===== src/rtl/id_stage_pipe.sv =====
// Registered decode stage: regfile, control decode, RAW interlock and an ID/EXE register behind a valid/ready handshake.
// Optional feature: define ID_BYPASS_EN for a write-first WB->read bypass with no WB-stage hazard check.
module id_stage_pipe #(
  parameter int XLEN = 32,
  parameter int NREG = 32,
  parameter int CNTW = 16
) (
  input  logic            clk,
  input  logic            rst,
  input  logic            if_valid,
  input  logic [31:0]     if_instr,
  output logic            id_ready,
  input  logic            exe_ready,
  input  logic            flush,
  input  logic [4:0]      exe_dest,
  input  logic [4:0]      mem_dest,
  input  logic            exe_wb_en,
  input  logic            mem_wb_en,
  input  logic            WB_Write_Enable,
  input  logic [4:0]      WB_Dest,
  input  logic [XLEN-1:0] WB_Data,
  output logic            id_valid,
  output logic [4:0]      Dest,
  output logic [XLEN-1:0] Val1,
  output logic [XLEN-1:0] Val2,
  output logic [XLEN-1:0] Reg2,
  output logic [1:0]      Br_type,
  output logic [3:0]      EXE_CMD,
  output logic            MEM_R_EN,
  output logic            MEM_W_EN,
  output logic            WB_EN,
  output logic            IF_flush,
  output logic [CNTW-1:0] stall_cnt
);

  typedef enum logic [5:0] {
    OP_NOP  = 6'd0,  OP_ADD  = 6'd1,  OP_SUB  = 6'd3,  OP_AND  = 6'd5,
    OP_OR   = 6'd6,  OP_NOR  = 6'd7,  OP_XOR  = 6'd8,  OP_SLA  = 6'd9,
    OP_SLL  = 6'd10, OP_SRA  = 6'd11, OP_SRL  = 6'd12, OP_ADDI = 6'd32,
    OP_SUBI = 6'd33, OP_LD   = 6'd36, OP_ST   = 6'd37, OP_BEZ  = 6'd40,
    OP_BNE  = 6'd41, OP_JMP  = 6'd42
  } opcode_e;

  typedef struct packed {
    logic [3:0] exe_cmd;
    logic       mem_r_en;
    logic       mem_w_en;
    logic       wb_en;
    logic [1:0] br_type;
    logic       is_imm;
  } ctrl_t;

  logic [5:0]      opcode;
  logic [4:0]      dest, src1, src2;
  logic [15:0]     imm;
  ctrl_t           ctrl;
  logic [XLEN-1:0] imm_ext, rd1, rd2;
  logic            use_src2, hazard, slot_free, wb_we_ok;
  logic [XLEN-1:0] regs [32];

  assign opcode  = if_instr[31:26];
  assign dest    = if_instr[25:21];
  assign src1    = if_instr[20:16];
  assign src2    = if_instr[15:11];
  assign imm     = if_instr[15:0];
  assign imm_ext = {{(XLEN-16){imm[15]}}, imm};

  assign wb_we_ok  = WB_Write_Enable && (WB_Dest != 5'd0) && (32'(WB_Dest) < NREG);
  assign slot_free = !id_valid || exe_ready;
  assign id_ready  = flush || (slot_free && !hazard);
  assign IF_flush  = flush;

  // Unlisted opcodes decode as a NOP so an illegal word can never write back.
  always_comb begin
    // NOTE: every combinational output gets a default first so no path leaves it unassigned and infers a latch.
    ctrl = '0;
    case (opcode)
      OP_ADD:  ctrl = '{exe_cmd: 4'b0000, wb_en: 1'b1, default: '0};
      OP_SUB:  ctrl = '{exe_cmd: 4'b0010, wb_en: 1'b1, default: '0};
      OP_AND:  ctrl = '{exe_cmd: 4'b0100, wb_en: 1'b1, default: '0};
      OP_OR:   ctrl = '{exe_cmd: 4'b0101, wb_en: 1'b1, default: '0};
      OP_NOR:  ctrl = '{exe_cmd: 4'b0110, wb_en: 1'b1, default: '0};
      OP_XOR:  ctrl = '{exe_cmd: 4'b0111, wb_en: 1'b1, default: '0};
      OP_SLA,
      OP_SLL:  ctrl = '{exe_cmd: 4'b1000, wb_en: 1'b1, default: '0};
      OP_SRA:  ctrl = '{exe_cmd: 4'b1001, wb_en: 1'b1, default: '0};
      OP_SRL:  ctrl = '{exe_cmd: 4'b1010, wb_en: 1'b1, default: '0};
      OP_ADDI: ctrl = '{exe_cmd: 4'b0000, wb_en: 1'b1, is_imm: 1'b1, default: '0};
      OP_SUBI: ctrl = '{exe_cmd: 4'b0010, wb_en: 1'b1, is_imm: 1'b1, default: '0};
      OP_LD:   ctrl = '{exe_cmd: 4'b0000, mem_r_en: 1'b1, wb_en: 1'b1, is_imm: 1'b1, default: '0};
      OP_ST:   ctrl = '{exe_cmd: 4'b0000, mem_w_en: 1'b1, is_imm: 1'b1, default: '0};
      OP_BEZ:  ctrl = '{br_type: 2'b01, is_imm: 1'b1, default: '0};
      OP_BNE:  ctrl = '{br_type: 2'b10, is_imm: 1'b1, default: '0};
      OP_JMP:  ctrl = '{br_type: 2'b11, is_imm: 1'b1, default: '0};
      default: ctrl = '0;
    endcase
  end

  // Register reads; out-of-range indices and R0 read as zero.
  always_comb begin
    rd1 = '0;
    rd2 = '0;
    if (src1 != 5'd0 && 32'(src1) < NREG) rd1 = regs[src1];
    if (src2 != 5'd0 && 32'(src2) < NREG) rd2 = regs[src2];
`ifdef ID_BYPASS_EN
    if (wb_we_ok && src1 == WB_Dest) rd1 = WB_Data;
    if (wb_we_ok && src2 == WB_Dest) rd2 = WB_Data;
`endif
  end

  function automatic logic src_match(input logic [4:0] src, input logic [4:0] dst,
                                     input logic en);
    return en && (src != 5'd0) && (src == dst);
  endfunction

  assign use_src2 = !ctrl.is_imm || ctrl.mem_w_en;

  always_comb begin
    hazard = src_match(src1, exe_dest, exe_wb_en) || src_match(src1, mem_dest, mem_wb_en) ||
             (use_src2 && (src_match(src2, exe_dest, exe_wb_en) ||
                           src_match(src2, mem_dest, mem_wb_en)));
`ifndef ID_BYPASS_EN
    // Read-before-write regfile: a same-cycle WB match would read stale data.
    hazard = hazard || src_match(src1, WB_Dest, wb_we_ok) ||
             (use_src2 && src_match(src2, WB_Dest, wb_we_ok));
`endif
  end

  // NOTE: the regfile is reset explicitly because cleared registers on reset are architectural state here, not an init convenience.
  always_ff @(posedge clk) begin
    if (!rst) begin
      for (int i = 0; i < 32; i++) regs[i] <= '0;
    end else if (wb_we_ok) begin
      regs[WB_Dest] <= WB_Data;
    end
  end

  // NOTE: sequential state uses non-blocking assignments so every register samples pre-edge values.
  always_ff @(posedge clk) begin
    if (!rst) begin
      id_valid  <= 1'b0;
      Dest      <= '0;
      Val1      <= '0;
      Val2      <= '0;
      Reg2      <= '0;
      Br_type   <= '0;
      EXE_CMD   <= '0;
      MEM_R_EN  <= 1'b0;
      MEM_W_EN  <= 1'b0;
      WB_EN     <= 1'b0;
      stall_cnt <= '0;
    end else begin
      if (if_valid && hazard && !flush && stall_cnt != '1)
        stall_cnt <= stall_cnt + CNTW'(1);

      if (slot_free && if_valid && !hazard && !flush) begin
        id_valid <= 1'b1;
        Dest     <= dest;
        Val1     <= rd1;
        Val2     <= ctrl.is_imm ? imm_ext : rd2;
        Reg2     <= rd2;
        Br_type  <= ctrl.br_type;
        EXE_CMD  <= ctrl.exe_cmd;
        MEM_R_EN <= ctrl.mem_r_en;
        MEM_W_EN <= ctrl.mem_w_en;
        WB_EN    <= ctrl.wb_en;
      end else if (flush || slot_free) begin
        // Flush or bubble: kill the slot; data fields are left as don't-care.
        id_valid <= 1'b0;
        Br_type  <= '0;
        EXE_CMD  <= '0;
        MEM_R_EN <= 1'b0;
        MEM_W_EN <= 1'b0;
        WB_EN    <= 1'b0;
      end
    end
  end

endmodule


===== config.mk =====
export PLATFORM = sky130hd
export DESIGN_NAME = id_stage_pipe
export DESIGN_NICKNAME = d
export VERILOG_FILES = /design/src/rtl/id_stage_pipe.sv
export SDC_FILE = /design/constraint.sdc
export NUM_CORES = 2
export LEC_CHECK = 0
export ABC_AREA = 0
export CAP_MARGIN = 20
export CORE_MARGIN = 2
export CORE_UTILIZATION = 40
export CTS_CLUSTER_SIZE = 16
export DETAILED_ROUTE_END_ITERATION = 10
export PLACE_DENSITY = 0.65
export SYNTH_ARGS = -nofsm -noshare
export SYNTH_HDL_FRONTEND = slang
export SYNTH_SLANG_ARGS = --single-unit

===== constraint.sdc =====
create_clock -name clk -period 12.4 [get_ports clk]
set_input_delay 2.48 -clock clk [delete_from_list [all_inputs] [get_ports clk]]
set_output_delay 2.48 -clock clk [all_outputs]
set_load 0.005 [all_outputs]

==> results.cfg <==
[status]
status = finished clean

[finish]
fin_util_pct = 45.9
areaGrowthSynthToFinish_pct = 14.2
fin_area_mm2 = 0.0686
fin_nets = 4324
finalNonFillerCells = 6353
layout-drive-gt1-share_pct = 22.5
final_cell_mix = 1024 x edfxtp_1, 996 x and2_1, 504 x mux4_2, 206 x clkdlybuf4s50_1, 154 x mux2i_1
n_fill_cell = 12900
final_common_cell = edfxtp_1

[detailed_routing]
vias = 38700
wire_per_inst_um = 31.4
drc = 0
routed_wirelength_mm = 200
ant_nets = 0
first_iter_violations = 4908
viasPerCell = 6.09
first_pass_iters = 8

[clocking]
hold_buffers = 0
cts_resized = 0
clock_insertion_delay_worst_skew_ns = 0.74
cts_tree = done
cts_buffer_depth = 3
cts_made_buffers = 117
clk_pin_slew_ns = 0.06
htree_num_levels = 3
cts_setup_buffers = 0
cts_num_sinks = 1151
clockRootBuffer = clkbuf_16

[yosys]
synthArstFlopShare_pct = 0
synth_seq_cells = 1151
synthCells = 4172
synth_cell_types = 56
ys_warn_count = 0
synth_area_leaders = edfxtp_1 51%, mux4_2 19%, and2_1 10%, dfxtp_1 4.2%, mux2i_1 2.6%
synth_edf_count = 1024
syn_area_mm2 = 0.0601
synth-seq-area-share_pct = 55.4
yosys.area.top_type = edfxtp_1
avgSynthCellArea_um2 = 14.4
synth_top_area_share_pct = 51.2
synth_flop_cell = edfxtp_1

[power]
seq_power_share_pct = 48.3
power-per-cell-area_mw_per_mm2 = 137
combinationalPowerShare_pct = 12.6
p_switching_mw = 2.36
p_leak_nw = 23.5
total_power_mw = 9.41
p_clk_share_pct = 39.0
switching_share_pct = 25.1
ir_drop_mv = 0.111
intPower_mw = 7.05

[sta]
setup_viol = 0
finalWorstSetupSlack_ns = 3.71
drv_slew = 0
rsz0062_at_grt = no
whs_ns = 0.455
min_period_over_period_pct = 70.0
worstMarginPinSlew_ns = 1.15
totalNegativeSetupSlack_ns = 0
fmax_mhz = 115
finalClockSkew_ns = 0.0233
slew_headroom_pct = 23.0
final_hold_viol_count = 0
min_period_ns = 8.69

[place]
detailed_place_hpwl_mm = 120
gp_congestion = 0.871
port_buffers = 215
place_ws_ns = 3.75
place_area_mm2 = 0.0644
dp_cells = 6114

[grt]
grt_pass1_vias = 38200
antenna_found_initial = 18
overflow = 0
grt_max_degree = 97
grt_pass1_wl_mm = 281
grtUsageTotal_pct = 25.8

[floorplanning]
io_pins = 216
initial_core_util_pct = 40.2
die_w_um = 392
row_count = 142
die_h_um = 392
core-area_mm2 = 0.149
die-area_mm2 = 0.153

[critical_path]
cp-start-kind = primary input
cp_cell_sequence = clkdlybuf4s50_1, or3_1, o31ai_2, nor4_1, nor3_2, o22a_1, a21o_1, clkdlybuf4s50_1
cp_slowest_cell = o22a_1
worstSetupPathType = in -> out
cp_common_cell = clkdlybuf4s50_1
reg2reg_from = id_valid$_SDFFE_PN0P_
timing.critical_path.from = WB_Dest[3]
slowest_delay_ns = 0.81
cp.arrival_ns = 6.21
worst-r2r-setup-slack_ns = 9.35
setup.worst_path.end = id_ready
reg2reg_to = EXE_CMD[1]$_SDFFE_PN0P_
crit_fanout = 30
required_ns = 9.92
setup.worst_path.end_class = output port
reg2reg_depth = 6

[hold_path]
hp-class = reg -> reg
hp-start = Reg2[27]$_SDFFE_PN0P_

[job]
maxCapViolations = 0
## per-layer routing
layer  GRT usage [%]  share of wire [%]  wire (um)
met4            9.91                3.8       7600
met1            32.7                 37      73900
met2            40.2                 46      91700
met3            9.59                 13      26200
met5               0              0.075        150
## area by class of cell
class	count	area (um^2)	share of cell area [%]
Timing Repair Buffer	343	3350	4.88
Antenna cell	3	7.51	0.0109
Sequential cell	1151	33300	48.5
Inverter	10	40.0	0.0584
Clock buffer	156	3210	4.68
Clock inverter	67	728	1.06
Multi-Input combinational cell	2607	25500	37.1
Tap cell	2016	2520	3.68
## sequential cells by signal (all words and copies together), names as in the netlist
register,count
Reg2,32
MEM_W_EN,1
Br_type,2
stall_cnt,16
WB_EN,1
Val2,32
Val1,32
Dest,5
id_valid,1
EXE_CMD,4
MEM_R_EN,1
regs,1024
## worst min-delay path by stage
| stage | to | cells past startpoint |
|---|---|---|
| 6_report | Reg2[27]$_SDFFE_PN0P_ | 2 |
| 5_1_grt | Reg2[27]$_SDFFE_PN0P_ | 2 |
| 4_1_cts | Reg2[27]$_SDFFE_PN0P_ | 2 |
| 3_5_place_dp | WB_EN$_SDFFE_PN0P_ | 2 |
| 3_3_place_gp | WB_EN$_SDFFE_PN0P_ | 2 |
| 2_1_floorplan | EXE_CMD[3]$_SDFFE_PN0P_ | 2 |
## power by group through the flow
stage                     registers (mW)  clock network, mW  logic [mW]
after global routing                4.57               3.84        1.24
after CTS                           4.54               3.69        1.16
after global placement              4.61                  0        1.15
final                               4.55               3.67        1.19
after floorplan                     4.59                  0       0.701
after detailed placement            4.63                  0        1.16
## critical path, delay by kind of cell
family	cells	cell delay (ns)
AND/OR/NAND/NOR	3	1.22
AO/OA/AOI/OAI	3	1.35
buffers and inverters	2	1.15
## cells in the mapped netlist, drive strengths merged (22+ instances only)
master,number
a211oi,22
a21oi,54
a221oi,32
a22oi,30
and2,997
buf,147
clkbuf,288
dfxtp,127
edfxtp,1024
mux2,74
mux2i,154
mux4,504
nand2,145
nand3,99
nand4,22
nor2,81
o2111ai,29
o21ai,81
o22ai,37
## cell families (layout without fill, tap and decap cells)
group,count (synthesis),in the layout,synth area share (%)
simple gates,1455,1455,14.1
flops,1151,1151,55.4
mux,732,732,22.8
buf+inv,445,576,3.21
compound gates,350,350,3.88
xor+xnor,31,31,0.452
fa+ha+maj,7,7,0.146
other cells,1,35,0.00624
Note: power is estimated with default switching activity, not from simulation.
